--- src/rtl/mc_pkg.sv ---
// Shared types and encodings for the multi-cycle RV32I controller: FSM states,
// opcodes, datapath select codes and ALU operation codes.
package mc_pkg;

  typedef enum logic [3:0] {
    FETCH, DECODE, MEMADR, MEMREAD, MEMWB, MEMWRITE,
    EXECR, EXECI, ALUWB, BRANCH, JAL, TRAP
  } state_t;

  localparam logic [6:0] OP_LOAD   = 7'b0000011;
  localparam logic [6:0] OP_STORE  = 7'b0100011;
  localparam logic [6:0] OP_R      = 7'b0110011;
  localparam logic [6:0] OP_I      = 7'b0010011;
  localparam logic [6:0] OP_BRANCH = 7'b1100011;
  localparam logic [6:0] OP_JAL    = 7'b1101111;

  localparam logic [1:0] SRCA_PC    = 2'b00;
  localparam logic [1:0] SRCA_OLDPC = 2'b01;
  localparam logic [1:0] SRCA_RS1   = 2'b10;

  localparam logic [1:0] SRCB_RS2  = 2'b00;
  localparam logic [1:0] SRCB_IMM  = 2'b01;
  localparam logic [1:0] SRCB_FOUR = 2'b10;

  localparam logic [1:0] RES_ALUOUT = 2'b00;
  localparam logic [1:0] RES_MEM    = 2'b01;
  localparam logic [1:0] RES_ALU    = 2'b10;

  localparam logic [1:0] IMM_I = 2'b00;
  localparam logic [1:0] IMM_S = 2'b01;
  localparam logic [1:0] IMM_B = 2'b10;
  localparam logic [1:0] IMM_J = 2'b11;

  localparam logic [1:0] ALUOP_ADD   = 2'b00;
  localparam logic [1:0] ALUOP_SUB   = 2'b01;
  localparam logic [1:0] ALUOP_FUNCT = 2'b10;

  localparam logic [2:0] ALU_ADD = 3'd0;
  localparam logic [2:0] ALU_SUB = 3'd1;
  localparam logic [2:0] ALU_AND = 3'd2;
  localparam logic [2:0] ALU_OR  = 3'd3;
  localparam logic [2:0] ALU_XOR = 3'd4;
  localparam logic [2:0] ALU_SLT = 3'd5;
  localparam logic [2:0] ALU_SLL = 3'd6;
  localparam logic [2:0] ALU_SRL = 3'd7;

  function automatic logic [1:0] imm_sel(input logic [6:0] opcode);
    case (opcode)
      OP_STORE:  return IMM_S;
      OP_BRANCH: return IMM_B;
      OP_JAL:    return IMM_J;
      default:   return IMM_I;
    endcase
  endfunction

endpackage

--- src/rtl/multicycle_ctrl_alu_dec.sv ---
// ALU operation decoder: maps the controller's alu_op plus funct fields to an ALU code.
module alu_dec
  import mc_pkg::*;
(
  input  logic [1:0] alu_op,
  input  logic [2:0] funct3,
  input  logic       funct7,
  input  logic       op5,
  output logic [2:0] alu_control
);

  always_comb begin
    alu_control = ALU_ADD;
    case (alu_op)
      ALUOP_ADD: alu_control = ALU_ADD;
      ALUOP_SUB: alu_control = ALU_SUB;
      default: begin
        case (funct3)
          // funct7 only selects sub for register-register ops; addi ignores it
          3'b000:         alu_control = (op5 && funct7) ? ALU_SUB : ALU_ADD;
          3'b001:         alu_control = ALU_SLL;
          3'b010, 3'b011: alu_control = ALU_SLT;
          3'b100:         alu_control = ALU_XOR;
          3'b101:         alu_control = ALU_SRL;
          3'b110:         alu_control = ALU_OR;
          default:        alu_control = ALU_AND;
        endcase
      end
    endcase
  end

endmodule

--- src/rtl/multicycle_ctrl.sv ---
// Multi-cycle RV32I sequencing FSM: steps each instruction from fetch to writeback and
// drives datapath selects, write strobes and the memory req/ready handshake.
module multicycle_ctrl
  import mc_pkg::*;
#(
  parameter bit WAIT_MEM        = 1'b1,
  parameter bit TRAP_ON_ILLEGAL = 1'b1
) (
  input  logic       clk,
  input  logic       rst_n,
  input  logic [6:0] opcode,
  input  logic [2:0] funct3,
  input  logic       funct7,
  input  logic       zero,
  input  logic       mem_ready,
  output logic       mem_req,
  output logic       mem_write,
  output logic       adr_src,
  output logic       ir_write,
  output logic       pc_write,
  output logic       reg_write,
  output logic [1:0] alu_src_a,
  output logic [1:0] alu_src_b,
  output logic [1:0] result_src,
  output logic [1:0] imm_src,
  output logic [2:0] alu_control,
  output logic       illegal_instr
);

  // state    | meaning
  // FETCH    | read instr at PC, PC <= PC+4 on mem_ready
  // DECODE   | ALUOut <= OldPC+imm, dispatch on opcode
  // MEMADR   | ALUOut <= rs1+imm
  // MEMREAD  | load data read at ALUOut
  // MEMWB    | rd <= load data
  // MEMWRITE | store to ALUOut
  // EXECR    | ALUOut <= rs1 op rs2
  // EXECI    | ALUOut <= rs1 op imm
  // ALUWB    | rd <= ALUOut
  // BRANCH   | compare rs1-rs2, PC <= ALUOut when taken
  // JAL      | PC <= target, ALUOut <= OldPC+4
  // TRAP     | parked on illegal instruction until reset

  state_t     state_q, state_d;
  logic [1:0] alu_op;
  logic       ready;
  logic       br_legal;
  logic       br_take;

  assign ready    = mem_ready | ~WAIT_MEM;
  assign br_legal = (funct3[2:1] == 2'b00);
  assign br_take  = (funct3 == 3'b000) ? zero : ~zero;

  always_ff @(posedge clk or negedge rst_n) begin
    if (!rst_n) state_q <= FETCH;
    else        state_q <= state_d;
  end

  always_comb begin
    state_d       = state_q;
    mem_req       = 1'b0;
    mem_write     = 1'b0;
    adr_src       = 1'b0;
    ir_write      = 1'b0;
    pc_write      = 1'b0;
    reg_write     = 1'b0;
    illegal_instr = 1'b0;
    alu_src_a     = SRCA_PC;
    alu_src_b     = SRCB_RS2;
    result_src    = RES_ALUOUT;
    alu_op        = ALUOP_ADD;
    imm_src       = imm_sel(opcode);

    case (state_q)
      FETCH: begin
        mem_req    = 1'b1;
        alu_src_b  = SRCB_FOUR;
        result_src = RES_ALU;
        if (ready) begin
          ir_write = 1'b1;
          pc_write = 1'b1;
          state_d  = DECODE;
        end
      end
      DECODE: begin
        alu_src_a = SRCA_OLDPC;
        alu_src_b = SRCB_IMM;
        case (opcode)
          OP_LOAD, OP_STORE: state_d = MEMADR;
          OP_R:              state_d = EXECR;
          OP_I:              state_d = EXECI;
          OP_BRANCH:         state_d = BRANCH;
          OP_JAL:            state_d = JAL;
          default: begin
            illegal_instr = 1'b1;
            state_d       = TRAP_ON_ILLEGAL ? TRAP : FETCH;
          end
        endcase
      end
      MEMADR: begin
        alu_src_a = SRCA_RS1;
        alu_src_b = SRCB_IMM;
        state_d   = (opcode == OP_STORE) ? MEMWRITE : MEMREAD;
      end
      MEMREAD: begin
        mem_req = 1'b1;
        adr_src = 1'b1;
        if (ready) state_d = MEMWB;
      end
      MEMWB: begin
        result_src = RES_MEM;
        reg_write  = 1'b1;
        state_d    = FETCH;
      end
      MEMWRITE: begin
        mem_req   = 1'b1;
        mem_write = 1'b1;
        adr_src   = 1'b1;
        if (ready) state_d = FETCH;
      end
      EXECR: begin
        alu_src_a = SRCA_RS1;
        alu_src_b = SRCB_RS2;
        alu_op    = ALUOP_FUNCT;
        state_d   = ALUWB;
      end
      EXECI: begin
        alu_src_a = SRCA_RS1;
        alu_src_b = SRCB_IMM;
        alu_op    = ALUOP_FUNCT;
        state_d   = ALUWB;
      end
      ALUWB: begin
        reg_write = 1'b1;
        state_d   = FETCH;
      end
      BRANCH: begin
        alu_src_a = SRCA_RS1;
        alu_src_b = SRCB_RS2;
        alu_op    = ALUOP_SUB;
        if (br_legal) begin
          pc_write = br_take;
          state_d  = FETCH;
        end else begin
          illegal_instr = 1'b1;
          state_d       = TRAP_ON_ILLEGAL ? TRAP : FETCH;
        end
      end
      JAL: begin
        alu_src_a = SRCA_OLDPC;
        alu_src_b = SRCB_FOUR;
        pc_write  = 1'b1;
        state_d   = ALUWB;
      end
      TRAP: begin
        illegal_instr = 1'b1;
        state_d       = TRAP;
      end
      default: state_d = FETCH;
    endcase

    // Reset kills outputs in the same cycle so an in-flight access cannot complete
    if (!rst_n) begin
      state_d       = FETCH;
      mem_req       = 1'b0;
      mem_write     = 1'b0;
      adr_src       = 1'b0;
      ir_write      = 1'b0;
      pc_write      = 1'b0;
      reg_write     = 1'b0;
      illegal_instr = 1'b0;
      alu_src_a     = SRCA_PC;
      alu_src_b     = SRCB_RS2;
      result_src    = RES_ALUOUT;
      alu_op        = ALUOP_ADD;
      imm_src       = IMM_I;
    end
  end

  alu_dec u_alu_dec (
    .alu_op      (alu_op),
    .funct3      (funct3),
    .funct7      (funct7),
    .op5         (opcode[5]),
    .alu_control (alu_control)
  );

endmodule
--- config.mk ---
export PLATFORM = sky130hd
export DESIGN_NAME = multicycle_ctrl
export DESIGN_NICKNAME = d
export VERILOG_FILES = /design/src/rtl/mc_pkg.sv /design/src/rtl/multicycle_ctrl_alu_dec.sv /design/src/rtl/multicycle_ctrl.sv
export SDC_FILE = /design/constraint.sdc
export NUM_CORES = 1
export LEC_CHECK = 0
export BUFFER_PORTS_ARGS = -buffer_cell sky130_fd_sc_hd__clkbuf_2
export CAP_MARGIN = 20
export CELL_PAD_IN_SITES_DETAIL_PLACEMENT = 1
export CELL_PAD_IN_SITES_GLOBAL_PLACEMENT = 1
export CORE_MARGIN = 2
export CORE_UTILIZATION = 33
export DETAILED_ROUTE_END_ITERATION = 12
export GPL_ROUTABILITY_DRIVEN = 0
export HOLD_SLACK_MARGIN = 0.12
export PLACE_DENSITY_LB_ADDON = 0.1
export SKIP_LAST_GASP = 1
export SYNTH_ARGS = -nofsm -noshare
export SYNTH_HDL_FRONTEND = slang
export SYNTH_SLANG_ARGS = --single-unit
--- constraint.sdc ---
create_clock -name clk -period 3.3 [get_ports clk]
set_input_delay 0.165 -clock clk [delete_from_list [all_inputs] [get_ports clk]]
set_output_delay 0.165 -clock clk [all_outputs]
set_load 0.01 [all_outputs]
==> summary by stage, run 1 <==
Routing
The detailed router's first-iteration violation count is 18. The detailed-router iteration count before antenna repair is 4. The detail route stage leaves a number of antenna-violating nets equal to 0. The detailed-route wire length per cell is 13.9 µm. The aggregate routed wire length is 2340 µm. After detailed routing, the number of vias per cell comes to 5.44. The number of design rule violations left after detail routing is 0. The routed via count is 920.

Setup path
The worst path arrival time is 2040 ps. The largest individual stage delay along the critical path comes from the cell sky130_fd_sc_hd__dfrtp_1. Following the worst setup path forward leads to its endpoint at alu_control[2]. The worst register-to-register path ends at state_q[3]$_DFFE_PN0P_. The most critical setup path has its startpoint at state_q[1]$_DFFE_PN0P_. The worst setup path is launched from a flip-flop. The number of cells on the worst reg-to-reg path is 4. The critical path's largest stage delay is 780 ps. The startpoint identified for the worst register-to-register timing path is state_q[1]$_DFFE_PN0P_. The data required time at the worst endpoint is 3130 ps. Across all register-to-register paths, the minimum setup slack is 1550 ps. Of all nets on the critical path, the largest fanout is 21. The class of the most critical setup path is flip-flop to output pin. Broken down by cell family, the worst path's largest delay share belongs to simple AND/OR/NAND/NOR gates. STA classifies the critical path endpoint as an output pin. The signal on the critical path passes through nor2b_1, nand3_1, nor3b_1, clkbuf_2. The number of buffers and inverters on the critical path is 1. The number of cells on the critical path is 4.

STA
Setup violations remaining at the end of the flow were counted as 0. The worst clock skew is 11.8 ps. The worst max-slew margin expressed relative to the limit is 0.534.

The final period utilization is 0.669. Setup repair after global routing left no endpoint under its margin. Setup slack on the critical path of the routed design comes to 1090 ps.

The final count of pins violating max slew is 0. Static timing analysis puts the maximum clock frequency at 453 MHz. The number of hold violations in the final report is 0. The slew at the pin closest to its max-slew limit is 699 ps. The worst slack on hold paths is 264 ps. After layout, the minimum clock period comes to 2210 ps. The final sum of negative setup slack is 0 ps.

GRT
The number of antenna violations at the first check in global routing is 0. The number of global-route vias before repair is 850. The all-layer global routing usage is 0.196.

The wire length of the first global-routing pass is 3930 µm. The pin count of the biggest net entering global routing is 22. The total overflow left after global routing is 0.

Place
In this run the tool buffered the top-level ports with 32 buffer cells. Timing analysis after detailed placement gives a worst setup slack of 1320 ps. The post-detailed-placement half-perimeter wirelength is 1780 µm.

Pwr
The cell leakage power is 0.417 nW. The power per unit of standard cell area is 558 nW/µm². The design draws 0.000517 W.

VDD sags by at most 0.229 mV.

Yosys
The most frequently used flop master after synthesis is sky130_fd_sc_hd__dfrtp_1. The flip-flop and latch count after synthesis is 4. After synthesis, the netlist uses 39 different library cells.

During synthesis, Yosys emitted a total of 0 warnings. In the synthesized netlist, the number of instances is 113. The post-synth net total is 128. The post-synthesis instance area is 746 µm².

Of the synthesized area, sequential elements account for 0.134. The number of synthesized flops with an enable pin is 0. Of all flip-flops after synthesis, the portion carrying an async set or reset was 1.00.

Averaged over all synthesized cells, the footprint is 6.60 µm².

Clocking
The clock transition at the register clock pins on the worst setup and hold paths after CTS is 50 ps. The tree built by TritonCTS fans out to 4 sinks. The count of H-tree levels built during CTS is 1. The clock tree from TritonCTS is yes. Counting the buffers created by CTS gives 3. The master cell of the clock root buffer is sky130_fd_sc_hd__clkbuf_4. The maximum buffer depth of the clock tree is 2.

The post-CTS setup repair buffer count is 0. The clock latency on the worst-skew pair is 240 ps.

Floorplanning
The die is 51.5 µm wide. During I/O placement, the number of pins put on the boundary was 33. The floorplan die area is 2660 µm². The chip height is 51.5 µm. The effective utilization at floorplan is 0.344.

The core region is 2170 µm². Row generation in the floorplan step produced 17 rows.

Layout
The post-route core utilization is 0.427. The antenna diode instance count is 0. The largest registers in the layout are state_q x4. The number of flip-flops under the largest register name is 4. The final net count is 158. The fraction of layout cells with a size suffix above 1 is 0.262. From synthesis to final layout, the design area changed by 24.3%. More flip-flops sit in one register than any other, and that register is state_q.

Hold path
The path class of the tightest hold or removal check is primary input to flip-flop.

Status
The flow ran to the end, and the final reports show no timing, DRC or antenna violations.

Flow run
The number of max-capacitance violations reported is 0.
==> layout by cell type, fill, tap and decap left out, types with 2 or more instances in the layout <==
| master | instances |
|---|---|
| sky130_fd_sc_hd__a211oi_1 | 2 |
| sky130_fd_sc_hd__a21oi_1 | 14 |
| sky130_fd_sc_hd__clkbuf_2 | 32 |
| sky130_fd_sc_hd__clkbuf_4 | 3 |
| sky130_fd_sc_hd__dfrtp_1 | 4 |
| sky130_fd_sc_hd__inv_1 | 3 |
| sky130_fd_sc_hd__nand2_1 | 10 |
| sky130_fd_sc_hd__nand2b_1 | 4 |
| sky130_fd_sc_hd__nand3_1 | 6 |
| sky130_fd_sc_hd__nand3b_1 | 4 |
| sky130_fd_sc_hd__nor2_1 | 12 |
| sky130_fd_sc_hd__nor2b_1 | 5 |
| sky130_fd_sc_hd__nor3_1 | 8 |
| sky130_fd_sc_hd__nor3b_1 | 3 |
| sky130_fd_sc_hd__nor4_1 | 2 |
| sky130_fd_sc_hd__o21ai_0 | 2 |
| sky130_fd_sc_hd__xnor2_1 | 2 |
| sky130_fd_sc_hd__xor2_1 | 3 |
==> logic make-up after synthesis <==
family                 Yosys count  share of synthesized area
AND/OR/NAND/NOR                 64                      0.483
AO/OA/AOI/OAI                   29                      0.247
buffers and inverters           11                     0.0772
XOR/XNOR                         5                     0.0587
flip-flops                       4                      0.134
==> cell usage after synthesis, types with 2 or more instances <==
master	count	area share
sky130_fd_sc_hd__nand3b_1	4	0.040
sky130_fd_sc_hd__nor2_1	12	0.060
sky130_fd_sc_hd__xor2_1	3	0.035
sky130_fd_sc_hd__nor4_1	2	0.017
sky130_fd_sc_hd__nand2b_1	4	0.034
sky130_fd_sc_hd__buf_2	7	0.047
sky130_fd_sc_hd__nor2b_1	5	0.042
sky130_fd_sc_hd__o21ai_0	2	0.013
sky130_fd_sc_hd__nand3_1	6	0.040
sky130_fd_sc_hd__nand2_1	10	0.050
sky130_fd_sc_hd__a21oi_1	14	0.094
sky130_fd_sc_hd__inv_1	3	0.015
sky130_fd_sc_hd__dfrtp_1	4	0.13
sky130_fd_sc_hd__nor3_1	8	0.054
sky130_fd_sc_hd__a211oi_1	2	0.020
sky130_fd_sc_hd__nor3b_1	3	0.030
sky130_fd_sc_hd__xnor2_1	2	0.023
==> how the worst min path moves through the flow <==
stage / startpoint / end / slack, ps / cells past startpoint
final: mem_ready / state_q[2]$_DFFE_PN0P_ / 260 / 2
after global routing: mem_ready / state_q[2]$_DFFE_PN0P_ / 280 / 2
after CTS: mem_ready / state_q[2]$_DFFE_PN0P_ / 250 / 2
after detailed placement: rst_n / state_q[3]$_DFFE_PN0P_ / 60 / 1
after global placement: rst_n / state_q[0]$_DFFE_PN0P_ / 50 / 1
after floorplan: rst_n / state_q[0]$_DFFE_PN0P_ / -130 / 0
==> metal layers <==
layer | GRT usage | wire length [µm]
met2 | 0.327 | 1110
met4 | 0.0789 | 17
met5 | 0 | 0
met1 | 0.258 | 1110
met3 | 0.0201 | 111
==> through the flow <==
step | instances | area (µm²)
after global placement | 165 | 895
after global routing | 169 | 927
final | 169 | 927
after CTS | 169 | 927
after floorplan | 113 | 746
after detailed placement | 165 | 895
==> worst reg2reg max path, cell delays in order, from the launching register on <==
cell	delay, ps
sky130_fd_sc_hd__dfrtp_1	780
sky130_fd_sc_hd__nor2b_1	460
sky130_fd_sc_hd__a22o_1	200
sky130_fd_sc_hd__o21ai_1	100
sky130_fd_sc_hd__a21oi_1	140
==> area by class of cell <==
cell class                      instances  area, µm²
Clock buffer                            3       22.5
Inverter                                3       11.3
Sequential cell                         4        100
Multi-Input combinational cell         98        588
Timing Repair Buffer                   33        170
Fill cell                             303       1240
Tap cell                               28       35.0
==> power by group <==
group | switching, W | internal [W]
clock | 0.0000225 | 0.0000408
sequential | 0.0000781 | 0.0000624
combinational | 0.000169 | 0.000144
total | 0.000269 | 0.000247
==> timing repair <==
action	CTS	global route
endpoints found under the setup margin	0	0
gates resized for setup	0	0
endpoints found under the hold margin	4	0
hold buffers	1	0
Note: power is estimated with default switching activity, not from simulation.
==> inputs of run 2 (changes only) <==
Settings changed: ABC_AREA set to 1, CORE_UTILIZATION 33 to 26.
Clock period 3.3 ns to 1.8 ns, I/O delays scaled along.
==> run 2 against run 1 <==
Via count rose by 5.3%; global-route usage decreased by 4.0 points; non-clock buffer count increased by 5; sequential cell count stayed put; wire length up 1.2%; setup slack got worse by 970 ps; synthesized cell count increased by 21%; cell count increased by 22%; sequential share of layout area down 0.59 points; total power rose by 93%; combinational power is 130% higher; clock skew is 9.2 ps lower; critical path type unchanged; critical endpoint is now illegal_instr; highest routed layer unchanged.
==> summary by stage, run 2 <==
Layout
The finished layout cell area is 993 µm² (+7.2%). The fraction of layout cells with a size suffix above 1 came to 0.335 (+0.0728). The area added between synthesis and finish is 35.5%. The final net count is 193 (+22%). Ranked by flip-flop count, first place goes to state_q. The top cell types in the final layout, fill and taps aside, are 32 x sky130_fd_sc_hd__nand2_1, 32 x sky130_fd_sc_hd__clkbuf_2, 23 x sky130_fd_sc_hd__inv_1. The footprint of the flip-flops and latches is 101 µm² (+1.2%). The antenna diode instance count is 0 (unchanged). The area of the multi-input gates is 514 µm² (-13%).

The largest registers in the layout are state_q x4. The number of flip-flops under the largest register name was 4 (unchanged). The count of filler cells inserted in the layout is 398 (+31%).

Clocking
The number of sinks driven by the clock tree is 4 (unchanged). The clock tree from TritonCTS is yes. The cell sitting at the root of the clock tree is a sky130_fd_sc_hd__clkbuf_4. The count of H-tree levels built during CTS is 1 (unchanged).

The clock transition at the register clock pins on the worst setup and hold paths after CTS is 40 ps (about the same). The clock latency on the worst-skew pair is 230 ps (about the same). The number of clock buffers inserted by TritonCTS is 3 (unchanged).

The maximum buffer depth of the clock tree is 2 (unchanged).

Yosys
The post-synthesis cell count is 137 (+21%). The sequential-to-total area share from yosys stat was 0.137 (+0.00229). The post-synthesis instance area was 733 µm² (-1.7%). The most frequently used flop master after synthesis is sky130_fd_sc_hd__dfrtp_1. The fraction of registers with async set or reset after synthesis is 1.00 (unchanged). The number of synthesized flops with an enable pin came to 0 (unchanged). By count the netlist is led by 32 x sky130_fd_sc_hd__nand2_1, 23 x sky130_fd_sc_hd__inv_1, 20 x sky130_fd_sc_hd__nor2_1, 19 x sky130_fd_sc_hd__nand3_1, 7 x sky130_fd_sc_hd__a21oi_1. The area share of the largest cell type after synthesis was 0.164 (+0.0296). The flip-flop and latch count after synthesis was 4 (unchanged). The average cell area after synthesis came to 5.35 µm² (-19%). The number of warning messages in the yosys log is 0 (unchanged). Sorting the synthesized cells by area gives the leading types as sky130_fd_sc_hd__nand2_1 16%, sky130_fd_sc_hd__dfrtp_1 14%, sky130_fd_sc_hd__nand3_1 13%. The library cell with the highest instance count after synthesis is sky130_fd_sc_hd__nand2_1. The number of distinct standard cells referenced by the synthesized netlist came to 22 (-44%).

Summed over all instances, the cell type with the most area after synthesis is sky130_fd_sc_hd__nand2_1. The post-synth net total is 152 (+19%).

Setup path
Walking the worst path, the cells encountered are nor2_4, inv_2, nor2_4, inv_2, nor2_2, nand3_1, a21oi_2, clkbuf_2. The startpoint identified for the worst register-to-register timing path is state_q[2]$_DFFE_PN0P_. The biggest fanout along the worst timing path was 6 (-71%). The flop-to-flop setup slack is 440 ps (-1110 ps). The endpoint identified for the worst register-to-register timing path is state_q[0]$_DFFE_PN0P_. The number of cells on the worst reg-to-reg path is 9 (+5). STA classifies the critical path endpoint as an output pin.

The worst path arrival time is 1590 ps (-450 ps). The data required time at the worst endpoint is 1710 ps (-1420 ps). The worst setup path is launched from a flip-flop.

The class of the most critical setup path is flip-flop to output pin. The critical path's largest stage delay is 430 ps (-350 ps). The slowest stage cell on the critical path is sky130_fd_sc_hd__dfrtp_1.

STA
The number of hold violations in the final report came to 0 (unchanged). The maximum clock frequency is 596 MHz. The worst max-slew margin expressed relative to the limit is 0.804 (+0.270).

The final sum of negative setup slack came to 0 ps (unchanged). Setup repair after global routing left no endpoint under its margin. The slew at the pin closest to its max-slew limit is 294 ps (-405 ps).

The worst clock skew is 2.59 ps (-9.18 ps). The final count of pins violating max slew came to 0 (unchanged). The final critical delay including setup and external delays is 1680 ps. In the finished design, the share of the clock period the worst path needs comes to 0.933. The total of endpoints with negative setup slack in the final report is 0 (unchanged).

Place
The placed standard-cell area is 925 µm² (+3.4%). The port buffer count is 32 (unchanged). The post-detailed-placement half-perimeter wirelength is 2030 µm (+13%).

Routing
The aggregate routed wire length is 2370 µm (+1.2%). The post-route antenna net violation count was 0 (unchanged). The detailed-route wire length per cell is 11.4 µm (-17%).

The detailed router's first-iteration violation count came to 24 (+6). The detailed-router iteration count before antenna repair was 2 (-2). The routed via count is 969 (+5.3%). The detailed-route vias per instance is 4.68 (-14%). The number of design rule violations left after detail routing was 0 (unchanged).

Floorplanning
The total core area is 2710 µm² (+25%). The number of top-level pins is 33 (unchanged). The chip height is 57.1 µm (+11%). The die extent in x is 57.1 µm (+11%). The floorplan die area came to 3260 µm² (+23%).

The number of cell rows came to 19 (+2). The effective utilization at floorplan is 0.271 (-0.0732).

Pwr
The largest vdd supply drop is 0.491 mV (+110%). The power per unit of standard cell area came to 1010 nW/µm² (+81%). The cell leakage power is 0.585 nW (+40%).

GRT
The pin count of the biggest net entering global routing came to 16 (-27%). The wire length of the first global-routing pass is 4180 µm (+6.3%). The number of global-route vias before repair is 1,007 (+18%). The all-layer global routing usage was 0.156 (-0.0398). The number of antenna violations at the first check in global routing came to 0 (unchanged). The total overflow reported by the global router came to 0 (unchanged).

Status
The run finished with clean final reports.

Hold path
The worst hold path depth is 4 (+2). The min-delay analysis places its worst path in the category primary input to flip-flop. The launch instance of the worst min-delay path is mem_ready.

The terminating pin of the worst hold path is state_q[2]$_DFFE_PN0P_.

Flow run
The number of max-capacitance violations reported came to 0 (unchanged).
run 2: worst max-delay path by stage:
stage                          endpoint                    from  slack, ps  cells past startpoint
after global routing      illegal_instr  state_q[1]$_DFFE_PN0P_         20                      8
final                     illegal_instr  state_q[2]$_DFFE_PN0P_        120                      8
after floorplan           illegal_instr  state_q[1]$_DFFE_PN0P_        540                      8
after global placement    illegal_instr  state_q[1]$_DFFE_PN0P_        340                      8
after CTS                 illegal_instr  state_q[1]$_DFFE_PN0P_         80                      8
after detailed placement  illegal_instr  state_q[1]$_DFFE_PN0P_        340                      8
run 2: critical path, delay by kind of cell (launching register included):
family	cells	cell delay [ps]
AO/OA/AOI/OAI	1	120
AND/OR/NAND/NOR	4	540
buffers and inverters	3	270
flip-flops	1	430
run 2: metal layers:
metal	global-route usage	part of all wire	vias up
met3	0.0204	0.041	2
met5	0	0	-
met4	0.0199	0.0034	0
met2	0.269	0.48	26
met1	0.213	0.47	433
li1	-	-	508
run 2: final cells by class:
type / count / area share
inverter: 29 / 0.110
tap: 31 / 0.0390
sequential: 4 / 0.102
timing repair buffer: 38 / 0.209
multi-input combinational: 102 / 0.518
clock buffer: 3 / 0.0227
run 2: cell families after synthesis:
group | synth area share
AND/OR/NAND/NOR | 0.512
buffers and inverters | 0.169
AO/OA/AOI/OAI | 0.171
flip-flops | 0.137
XOR/XNOR | 0.0119
run 2: metrics by stage:
step           utilization  total power, W  setup WS (ps)  std cells  hold slack, ps
2_1_floorplan            -        0.000646            544        137            -206
3_3_place_gp         0.341        0.000823            341        199            27.2
3_5_place_dp         0.341        0.000834            338        199            38.6
4_1_cts              0.353        0.000954           77.3        203             192
5_1_grt              0.367         0.00110           17.4        207             236
6_report             0.367         0.00100            121        207             197
run 2: what timing repair did:
item / in CTS / in global routing
setup buffers: 0 / 4
hold endpoints to repair: 4 / 0
hold buffers: 1 / 0
gates resized for setup: 0 / 2
setup endpoints to repair: 0 / 3
run 2: power by group:
part           switching, W  internal (W)  total (W)
sequential        0.0000551      0.000119   0.000174
combinational      0.000430      0.000286   0.000716
clock             0.0000346     0.0000745   0.000109
total              0.000520      0.000480    0.00100
==> inputs of run 3 (changes only) <==
Settings changed: PLACE_DENSITY set to 0.7, PLACE_DENSITY_LB_ADDON 0.1 to not set.
==> run 3 against run 2 <==
Worst hold slack worse by 1.4 ps; first-iteration DRC count is 63% lower; non-clock buffer count shrank 2; cell area decreased by 1.5%; count of clock-buffer cells in the layout is the same; combinational power fell by 4.5%; highest routed layer unchanged; sequential share of layout area increased by 0.16 points; wire length shrank 0.42%; total power fell by 2.8%; clock power about the same; sequential power about the same; critical endpoint unchanged; via count is 0.52% higher.
==> summary by stage, run 3 (synthesis results as in run 2) <==
Routing
The detailed-router iteration count before antenna repair came to 4 (+2). The highest signal layer in the routed design is met4. The routed via count is 974 (+0.52%). The aggregate routed wire length is 2360 µm (-0.42%).

The detailed-route vias per instance is 4.75 (+1.5%). The met2 layer wire length in the routed design is 1150 µm (+1.1%). The detailed-route wire length per cell is 11.5 µm (+0.55%). The number of design rule violations left after detail routing was 0 (unchanged). The detailed router's first-iteration violation count was 9 (-63%). The post-route antenna net violation count is 0 (unchanged). The routed length on met1 is 1100 µm (-1.7%).

The amount of wire on met3 after detailed routing is 83 µm (-14%).

Setup path
In this run the critical register-to-register path is launched from state_q[1]$_DFFE_PN0P_. The biggest fanout along the worst timing path is 5 (-1). The flop-to-flop setup slack is 440 ps (about the same). The data required time at the worst endpoint was 1710 ps (about the same). The worst path arrival time is 1580 ps (about the same).

The number of cells on the worst reg-to-reg path is 8 (-1). The capture point of the worst reg-to-reg path is state_q[2]$_DFFE_PN0P_. The critical path capture point type is an output pin. The startpoint kind of the worst setup timing path is a flip-flop. The worst setup path is of the flip-flop to output pin kind.

Layout
The largest registers in the layout are state_q x4. The library cell used most frequently in the layout, excluding fill and tap cells, is sky130_fd_sc_hd__nand2_1. The antenna diode instance count is 0 (unchanged). The final net count is 191 (-1.0%). The number of flip-flops under the largest register name is 4 (unchanged).

The fraction of layout cells with a size suffix above 1 is 0.328 (-0.00764). Leaving out fill and tap cells, the most frequent cells in the layout are 32 x sky130_fd_sc_hd__nand2_1, 31 x sky130_fd_sc_hd__clkbuf_2, 23 x sky130_fd_sc_hd__inv_1. Counting flops per register, the top entry is state_q.

The area added between synthesis and finish is 33.4%.

Floorplanning
The total core area is 2710 µm² (unchanged). The number of cell rows is 19 (unchanged). The effective utilization at floorplan is 0.271 (unchanged). The number of top-level pins was 33 (unchanged). The floorplan die area is 3260 µm² (unchanged). The die extent in x is 57.1 µm (unchanged).

The chip height came to 57.1 µm (unchanged).

Place
The post-detailed-placement half-perimeter wirelength was 1990 µm (-1.9%). The port buffer count is 32 (unchanged).

Clocking
The number of clock buffers inserted by TritonCTS is 3 (unchanged). The count of H-tree levels built during CTS came to 1 (unchanged). The tree is rooted in a sky130_fd_sc_hd__clkbuf_4. The clock transition at the register clock pins on the worst setup and hold paths after CTS is 40 ps (about the same). The number of sinks driven by the clock tree came to 4 (unchanged). The clock latency on the worst-skew pair is 240 ps (about the same). The clock tree from TritonCTS is yes.

The maximum buffer depth of the clock tree was 2 (unchanged).

GRT
The number of antenna violations at the first check in global routing is 0 (unchanged). The all-layer global routing usage is 0.151 (-0.00508). The wire length of the first global-routing pass came to 3930 µm (-5.9%). The number of global-route vias before repair is 931 (-7.5%). The total overflow reported by the global router was 0 (unchanged). The pin count of the biggest net entering global routing is 15 (-1).

Status
The flow ran to the end, and the final reports show no timing, DRC or antenna violations.

STA
The maximum clock frequency was 599 MHz (+0.55%). The total of endpoints with negative setup slack in the final report came to 0 (unchanged). The number of hold violations in the final report is 0 (unchanged). The final sum of negative setup slack is 0 ps (unchanged).

The slew at the pin closest to its max-slew limit is 272 ps (-21.7 ps). The final critical delay including setup and external delays is 1670 ps (-9.20 ps). The final count of pins violating max slew is 0 (unchanged). The final period utilization was 0.928 (-0.00511).

The worst max-slew margin expressed relative to the limit is 0.819 (+0.0147). The worst slack on hold paths is 196 ps (-1.39 ps). The worst clock skew came to 6.49 ps (+3.90 ps). Setup repair after global routing left no endpoint under its margin.

Hold path
The terminating pin of the worst hold path is state_q[1]$_DFFE_PN0P_. The type of the worst min-delay path is primary input to flip-flop. The worst hold path depth was 4 (unchanged). The launch instance of the worst min-delay path is mem_ready.

Pwr
The power per unit of standard cell area was 993 nW/µm² (-1.3%). The cell leakage power is 0.576 nW (-1.5%). The largest vdd supply drop is 0.476 mV (-3.1%).

Flow run
The number of max-capacitance violations reported came to 0 (unchanged).
## run 3: cell types whose count changed in the layout (fill, tap and decap cells not counted), sizes merged
cell    before  now
buf          5    4
clkbuf      35   34
## run 3: worst max-delay path: stages, from the launching register on
cell and delay, ps:
sky130_fd_sc_hd__dfrtp_1 430, sky130_fd_sc_hd__nor2_4 170, sky130_fd_sc_hd__inv_2 90, sky130_fd_sc_hd__nor2_4 170
sky130_fd_sc_hd__inv_2 60, sky130_fd_sc_hd__nor2_2 90, sky130_fd_sc_hd__nand3_1 90, sky130_fd_sc_hd__a21oi_2 120
sky130_fd_sc_hd__clkbuf_2 140
## run 3: repair_timing
action,in CTS,in global routing
endpoints found under the setup margin,0,4
hold buffers,1,0
hold endpoints to repair,4,0
setup buffers,0,2
resized for setup,0,3
## run 3: routing by layer
metal	global-route usage	vias to the layer above
met3	0.0340	2
met5	0	-
met4	0.0332	0
met2	0.248	22
li1	-	504
met1	0.202	446
## run 3: worst max path at each step
stage / from / slack (ps) / end
after floorplan: state_q[1]$_DFFE_PN0P_ / 540 / illegal_instr
after global placement: state_q[1]$_DFFE_PN0P_ / 330 / illegal_instr
after detailed placement: state_q[1]$_DFFE_PN0P_ / 330 / illegal_instr
after CTS: rst_n / 40 / alu_control[1]
after global routing: state_q[2]$_DFFE_PN0P_ / 5 / illegal_instr
final: state_q[2]$_DFFE_PN0P_ / 130 / illegal_instr
## run 3: report_power, final
part | internal [W] | switching [W]
sequential | 0.000119 | 0.0000567
combinational | 0.000266 | 0.000418
clock | 0.0000746 | 0.0000371
total | 0.000460 | 0.000512
## run 3: per-stage QoR
step / cells / instance area, µm² / setup WS (ps) / util / power (W)
finish: 205 / 978 / 130 / 0.361 / 0.000972
global route: 205 / 978 / 4.50 / 0.361 / 0.00107
CTS: 203 / 957 / 39.8 / 0.353 / 0.000948
detailed placement: 199 / 925 / 333 / 0.341 / 0.000830
global placement: 199 / 925 / 334 / 0.341 / 0.000825
floorplan: 137 / 733 / 544 / - / 0.000646
## run 3: area by class of cell
| class | count | area (µm²) |
|---|---|---|
| multi-input cells | 102 | 514 |
| well taps | 31 | 38.8 |
| flip-flops and latches | 4 | 101 |
| clock buffers | 3 | 22.5 |
| repair buffers | 36 | 193 |
| inverters | 29 | 109 |
| fillers | 400 | 1730 |
